**src/rtl/band_speed_ticker.sv**
```systemverilog
// band_speed_ticker
//
// Purpose:
//   Maps a track position (contador) to one of NBANDS bands and registers the
//   band index and that band's speed bit. The registered speed bit selects a
//   tick period. A free-running counter turns that period into a one-cycle
//   move-enable pulse (tick) for the object-motion logic.
//
// Build option:
//   BAND_SPEED_ACCEL_EN  When defined, period ramps toward its target by
//                        ACC_STEP on each tick edge, clamped at the target.
//                        When undefined, period follows the target directly.
//
// Ports:
//   clk       in   1               system clock, posedge
//   reset     in   1               synchronous, active-high, beats en
//   en        in   1               tick counter run enable
//   contador  in   POS_W           current position
//   v         in   NBANDS          speed bit per band (v[i] -> band i)
//   band      out  $clog2(NBANDS)  registered band index
//   out       out  1               registered selected speed bit
//   period    out  DIV_W           current tick period in cycles
//   tick      out  1               one-cycle move-enable pulse
module band_speed_ticker #(
    parameter int unsigned                   POS_W    = 9,
    parameter int unsigned                   NBANDS   = 3,
    parameter logic [(NBANDS-1)*POS_W-1:0]   BAND_TH  = {9'd350, 9'd250},
    parameter int unsigned                   DIV_W    = 24,
    parameter logic [DIV_W-1:0]              DIV_FAST = 24'd500_000,
    parameter logic [DIV_W-1:0]              DIV_SLOW = 24'd2_000_000,
    parameter logic [DIV_W-1:0]              ACC_STEP = 24'd100_000,
    localparam int unsigned                  BAND_W   = $clog2(NBANDS)
) (
    input  logic              clk,
    input  logic              reset,
    input  logic              en,
    input  logic [POS_W-1:0]  contador,
    input  logic [NBANDS-1:0] v,
    output logic [BAND_W-1:0] band,
    output logic              out,
    output logic [DIV_W-1:0]  period,
    output logic              tick
);

    logic [BAND_W-1:0] band_d, band_q;
    logic              out_d, out_q;
    logic [DIV_W-1:0]  period_d, period_q;
    logic [DIV_W-1:0]  cnt_d, cnt_q;
    logic              tick_d, tick_q;
    logic [DIV_W-1:0]  target;

    // Bounds are strictly ascending, so the last bound passed is the highest
    // matching band; a position equal to a bound lands in the upper band.
    always_comb begin
        band_d = '0;
        out_d  = v[0];
        for (int unsigned i = 1; i < NBANDS; i++) begin
            if (contador >= BAND_TH[(i-1)*POS_W +: POS_W]) begin
                band_d = BAND_W'(i);
                out_d  = v[i];
            end
        end
    end

    assign target = out_q ? DIV_FAST : DIV_SLOW;

    // Compare with >= so a period that shrinks below the running count
    // fires on the next edge instead of running the counter to wrap-around.
    always_comb begin
        cnt_d  = cnt_q;
        tick_d = 1'b0;
        if (en) begin
            if (cnt_q >= period_q - DIV_W'(1)) begin
                cnt_d  = '0;
                tick_d = 1'b1;
            end else begin
                cnt_d = cnt_q + DIV_W'(1);
            end
        end
    end

`ifdef BAND_SPEED_ACCEL_EN
    // Step toward the target only on tick edges; the distance test before
    // adding/subtracting keeps the step from overshooting or underflowing.
    always_comb begin
        period_d = period_q;
        if (tick_d) begin
            if (period_q < target) begin
                period_d = (target - period_q > ACC_STEP) ? period_q + ACC_STEP : target;
            end else if (period_q > target) begin
                period_d = (period_q - target > ACC_STEP) ? period_q - ACC_STEP : target;
            end
        end
    end
`else
    always_comb begin
        period_d = target;
    end
`endif

    always_ff @(posedge clk) begin
        if (reset) begin
            band_q   <= '0;
            out_q    <= 1'b0;
            period_q <= DIV_SLOW;
            cnt_q    <= '0;
            tick_q   <= 1'b0;
        end else begin
            band_q   <= band_d;
            out_q    <= out_d;
            period_q <= period_d;
            cnt_q    <= cnt_d;
            tick_q   <= tick_d;
        end
    end

    assign band   = band_q;
    assign out    = out_q;
    assign period = period_q;
    assign tick   = tick_q;

endmodule

```
**config.mk**
```make
export PLATFORM = sky130hd
export DESIGN_NAME = band_speed_ticker
export DESIGN_NICKNAME = d
export VERILOG_FILES = /design/src/rtl/band_speed_ticker.sv
export SDC_FILE = /design/constraint.sdc
export NUM_CORES = 1
export LEC_CHECK = 0
export CAP_MARGIN = 20
export CORE_ASPECT_RATIO = 1.25
export CORE_MARGIN = 3
export CORE_UTILIZATION = 50
export DETAILED_ROUTE_END_ITERATION = 7
export PLACE_DENSITY_LB_ADDON = 0.05
export SLEW_MARGIN = 40
export SYNTH_ARGS = -nofsm -noshare
export SYNTH_HDL_FRONTEND = slang
export SYNTH_SLANG_ARGS = --single-unit
```
**constraint.sdc**
```tcl
create_clock -name clk -period 2.78 [get_ports clk]
set_input_delay 0.556 -clock clk [delete_from_list [all_inputs] [get_ports clk]]
set_output_delay 0.556 -clock clk [all_outputs]
set_load 0.1 [all_outputs]
```
# After elaboration in Yosys (flattened, before gate mapping)

Cells that the tools add are included.
W data, S select, Z words.

Output and inout bits: 28
Input port bits: 15
Flip-flop bits (word level): 52

$add $sub $neg: 2
$lt $le $gt $ge: 3
Mux-type cells: 7
Bitwise operators: 1
Reductions and logical operators: 2

Operators with widths:

| cell                    | count |
|---|---|
| $add A24 B1 Y24 const B | 1 |
| $ge A24 B24 Y1          | 1 |
| $mux W24                | 1 |
| $sub A24 B1 Y24 const B | 1 |
| $mux W21                | 1 |
| $ge A9 B8 Y1 const B    | 1 |
| $ge A9 B9 Y1 const B    | 1 |
| $mux W1                 | 4 |
| $reduce_or A2 Y1        | 2 |
| $mux W2                 | 1 |
| $not A1 Y1              | 1 |

# Longest topological paths before layout

Word-level depth: 3
Gate-level depth with buffers: 10
Depth with buffers taken out: 9

# Worst setup path before layout

OpenSTA, ideal clock, no wires.

Path kind: flip-flop to flip-flop
Start point: reg period_q[16], in the netlist period[16]
End point: reg cnt_q[3]
Cell stages (with the launch flop): 10
Setup slack: -308 ps
Arrival time: 3024 ps
Path buffers: 1
Period minus slack after synthesis: 3088 ps
Cell sequence: dfxtp_1 > inv_1 > ha_1 > ha_1 > a21o_1 > a21o_1 > a2111oi_2 > o211ai_2 > buf_6 > nor2_1

Word-level cells in the longest chain between the ends: 3

RTL lines:

| what                   | RTL line | RTL |
|---|---|---|
| start, declared        | 47       | `logic [DIV_W-1:0] period_d, period_q;` |
| start signal, assigned | 111      | `period_q <= period_d;` |
| $sub A24 B1 Y24        | 73       | `if (cnt_q >= period_q - DIV_W'(1)) begin` |
| $ge A24 B24 Y1         | 73       |  |
| $mux W24               | 73       |  |
| end signal, assigned   | 112      | `cnt_q <= cnt_d;` |
| end, declared          | 48       | `logic [DIV_W-1:0] cnt_d, cnt_q;` |

No other way between the ends.
A chain may end at the register's enable or synchronous reset.

# Worst setup path after layout

Start point: reg period_q[16], in the netlist period[16]
End point: reg cnt_q[0]

Same word-level chain as after synthesis.

==> results by group <==
Status
  – Status: completed

Clocking
  – Clk_lat worst skew: 280 ps
  – CTS tree: built
  – CTS buffer count: 5
  – Post_cts resized: 0
  – CTS max path bufs: 2
  – Post-CTS Setup Inserts: 0
  – # hold bufs at CTS: 0
  – H-tree depth: 2
  – CTS Sinks: 30
  – Clock root buffer master: clkbuf_8
  – Clock-pin slew on the worst setup and hold paths: 60 ps

Detailed routing
  – ANT nets after route: 0
  – Wire length per cell: 12.9 um
  – DRT Pass-1 Iters: 4
  – Residual DRC: 0
  – Vias: 1404
  – Drt initial violations: 83
  – WL final: 3450 um
  – Vias per inst: 5.26

STA
  – Final setup vio count: 0
  – Hold Violations, Final: 0
  – Minimum clock period: 2450 ps
  – Setup TNS: 0 ps
  – Final Skew: 5.96 ps
  – Fin crit share: 88.0%
  – RSZ-0062 raised after global routing: no
  – Fmax: 0.409 GHz
  – Final Worst Setup Slack: 333 ps
  – Pins Over Slew Limit: 0

Logic synthesis
  – #FFs+latches synth: 30
  – Main flop type after synthesis: dfxtp_1
  – Most frequent cell after synthesis: dfxtp_1
  – Largest area contributor in the netlist: dfxtp_1
  – Register area share after synthesis: 32.7%
  – Top cells by area in the synthesized netlist: dfxtp_1 33%, ha_1 14%, buf_4 9.4%, xor2_1 8.6%, nor2_1 5.7%
  – Area of the mapped netlist: 1840 um^2
  – Yosys top cell area share: 32.7%
  – Mean post-synth cell area: 9.09 um^2
  – Synthesized netlist cell count: 202
  – Warnings from Yosys: 0
  – Top cells by count, synth: 30 x dfxtp_1, 28 x nor2_1, 23 x buf_4
  – Netlist cell types: 35
  – FFs w/ async S/R, synth: 0%
  – Number of enable flip-flop cells after synthesis: 0

Cells and area
  – Antenna diodes: 0
  – Layout cells sized above 1: 13.6%
  – Final core occ: 59.4%
  – Final nets: 262
  – Area delta synth->final: 13.6%

Power and ir drop
  – Sequential group share of total power: 42.7%
  – P_int: 686 uW
  – Comb power frac: 23.3%
  – Leakage power figure: 0.908 nW
  – Clock share of power: 34.0%
  – Net Switching: 356 uW
  – Maximum vdd ir drop: 0.356 mV
  – P per Cell Area: 499 nW/um^2
  – Sw frac: 34.2%

Placement
  – Port Buf Inserts: 25
  – Post-DP HPWL: 2820 um
  – Setup Slack @ Placement: 312 ps
  – Routability Congestion: 0.827

Floorplan
  – Chip width: 60.2 um
  – Rows: 24
  – Core area: 3510 um^2
  – Die Ht: 73.7 um
  – Initial Util: 52.2%
  – Die area: 4440 um^2
  – Top-level I/O count: 43

Job
  – Max Cap Viol: 0

Global route
  – Vias in the first global route: 1347
  – Largest net degree at the start of global routing: 17
  – Total track usage: 17.0%
  – Total gr overflow: 0
  – First-pass GRT wire length: 5690 um
  – Initial antenna violation count: 0

Worst setup path
  – Critical Path Start Type: flip-flop
  – Crit path DAT: 2660 ps
  – Critical path fanouts, max: 16
  – WP data required: 2990 ps
  – Crit. End Element: flip-flop
  – Setup CP Type: flip-flop to flip-flop

Worst hold path
  – HP Class: flip-flop to flip-flop
kinds of logic after synthesis:
logic type / after synthesis / synth area share [%]
AO/OA/AOI/OAI: 18 / 7.29
XOR/XNOR: 23 / 11.0
adder cells (fa/ha/maj): 20 / 13.6
buffers and inverters: 30 / 11.7
flip-flops: 30 / 32.7
multiplexers: 3 / 1.70
other: 2 / 0.409
AND/OR/NAND/NOR: 76 / 21.6
critical path: stages (launching register included):
cell and delay [ps]:
dfxtp_2 420, inv_1 140, ha_1 220, ha_1 290
a21o_1 160, a21o_1 190, a2111oi_2 490, o211ai_2 150
buf_4 210, nor2_1 120
state kept, by name (all words and copies together) (netlist names):
signal / cells
band: 2
out: 1
period: 2
tick: 1
cnt_q: 24
power groups by stage:
stage               registers, mW  logic (mW)  clock network (mW)
floorplan                   0.484       0.192                   0
global placement            0.454       0.238                   0
detailed placement          0.455       0.243                   0
CTS                         0.445       0.243               0.364
global route                0.446       0.253               0.394
finish                      0.445       0.243               0.354
metal layers:
layer	GRT usage [%]	part of all wire (%)
met5	0	0
met1	18.7	41
met4	7.88	1.9
met3	4.39	3.8
met2	29.8	53
layout by cell type, fill, tap and decap left out, types with 6 or more instances in the layout:
cell type / n
nor2_1: 28
dfxtp_1: 28
ha_1: 20
xor2_1: 18
conb_1: 16
buf_4: 16
clkdlybuf4s50_1: 13
nand4_1: 12
nand2_1: 11
nand3_1: 6
clkbuf_8: 6
per-stage QoR:
| step | instances | power (mW) | cell area, um^2 | hold WS, ps |
|---|---|---|---|---|
| after floorplan | 216 | 0.676 | 1890 | 481 |
| after global placement | 259 | 0.692 | 1990 | 464 |
| after detailed placement | 259 | 0.697 | 1990 | 473 |
| after CTS | 267 | 1.05 | 2090 | 483 |
| after global routing | 267 | 1.09 | 2090 | 504 |
| final | 267 | 1.04 | 2090 | 479 |
cell type report:
| class | count | area, um^2 |
|---|---|---|
| clock buffers | 7 | 86.3 |
| clock inverters | 1 | 5.00 |
| fillers | 323 | 1430 |
| inverters | 5 | 18.8 |
| multi-input cells | 156 | 1070 |
| flip-flops and latches | 30 | 603 |
| well taps | 39 | 48.8 |
| repair buffers | 29 | 250 |
worst paths after layout:
path / start / to / slack [ps] / cells after the start
worst min register to register: out$_SDFF_PP0_ / period[16]$_SDFF_PP0_ / 480 / 1
worst min-delay path: out$_SDFF_PP0_ / period[16]$_SDFF_PP0_ / 480 / 1
worst max-delay path: period[16]$_SDFF_PP0_ / cnt_q[0]$_SDFFE_PP0P_ / 330 / 9
worst max register to register: period[16]$_SDFF_PP0_ / cnt_q[0]$_SDFFE_PP0P_ / 330 / 9
Power figures use the tool's default switching activity.
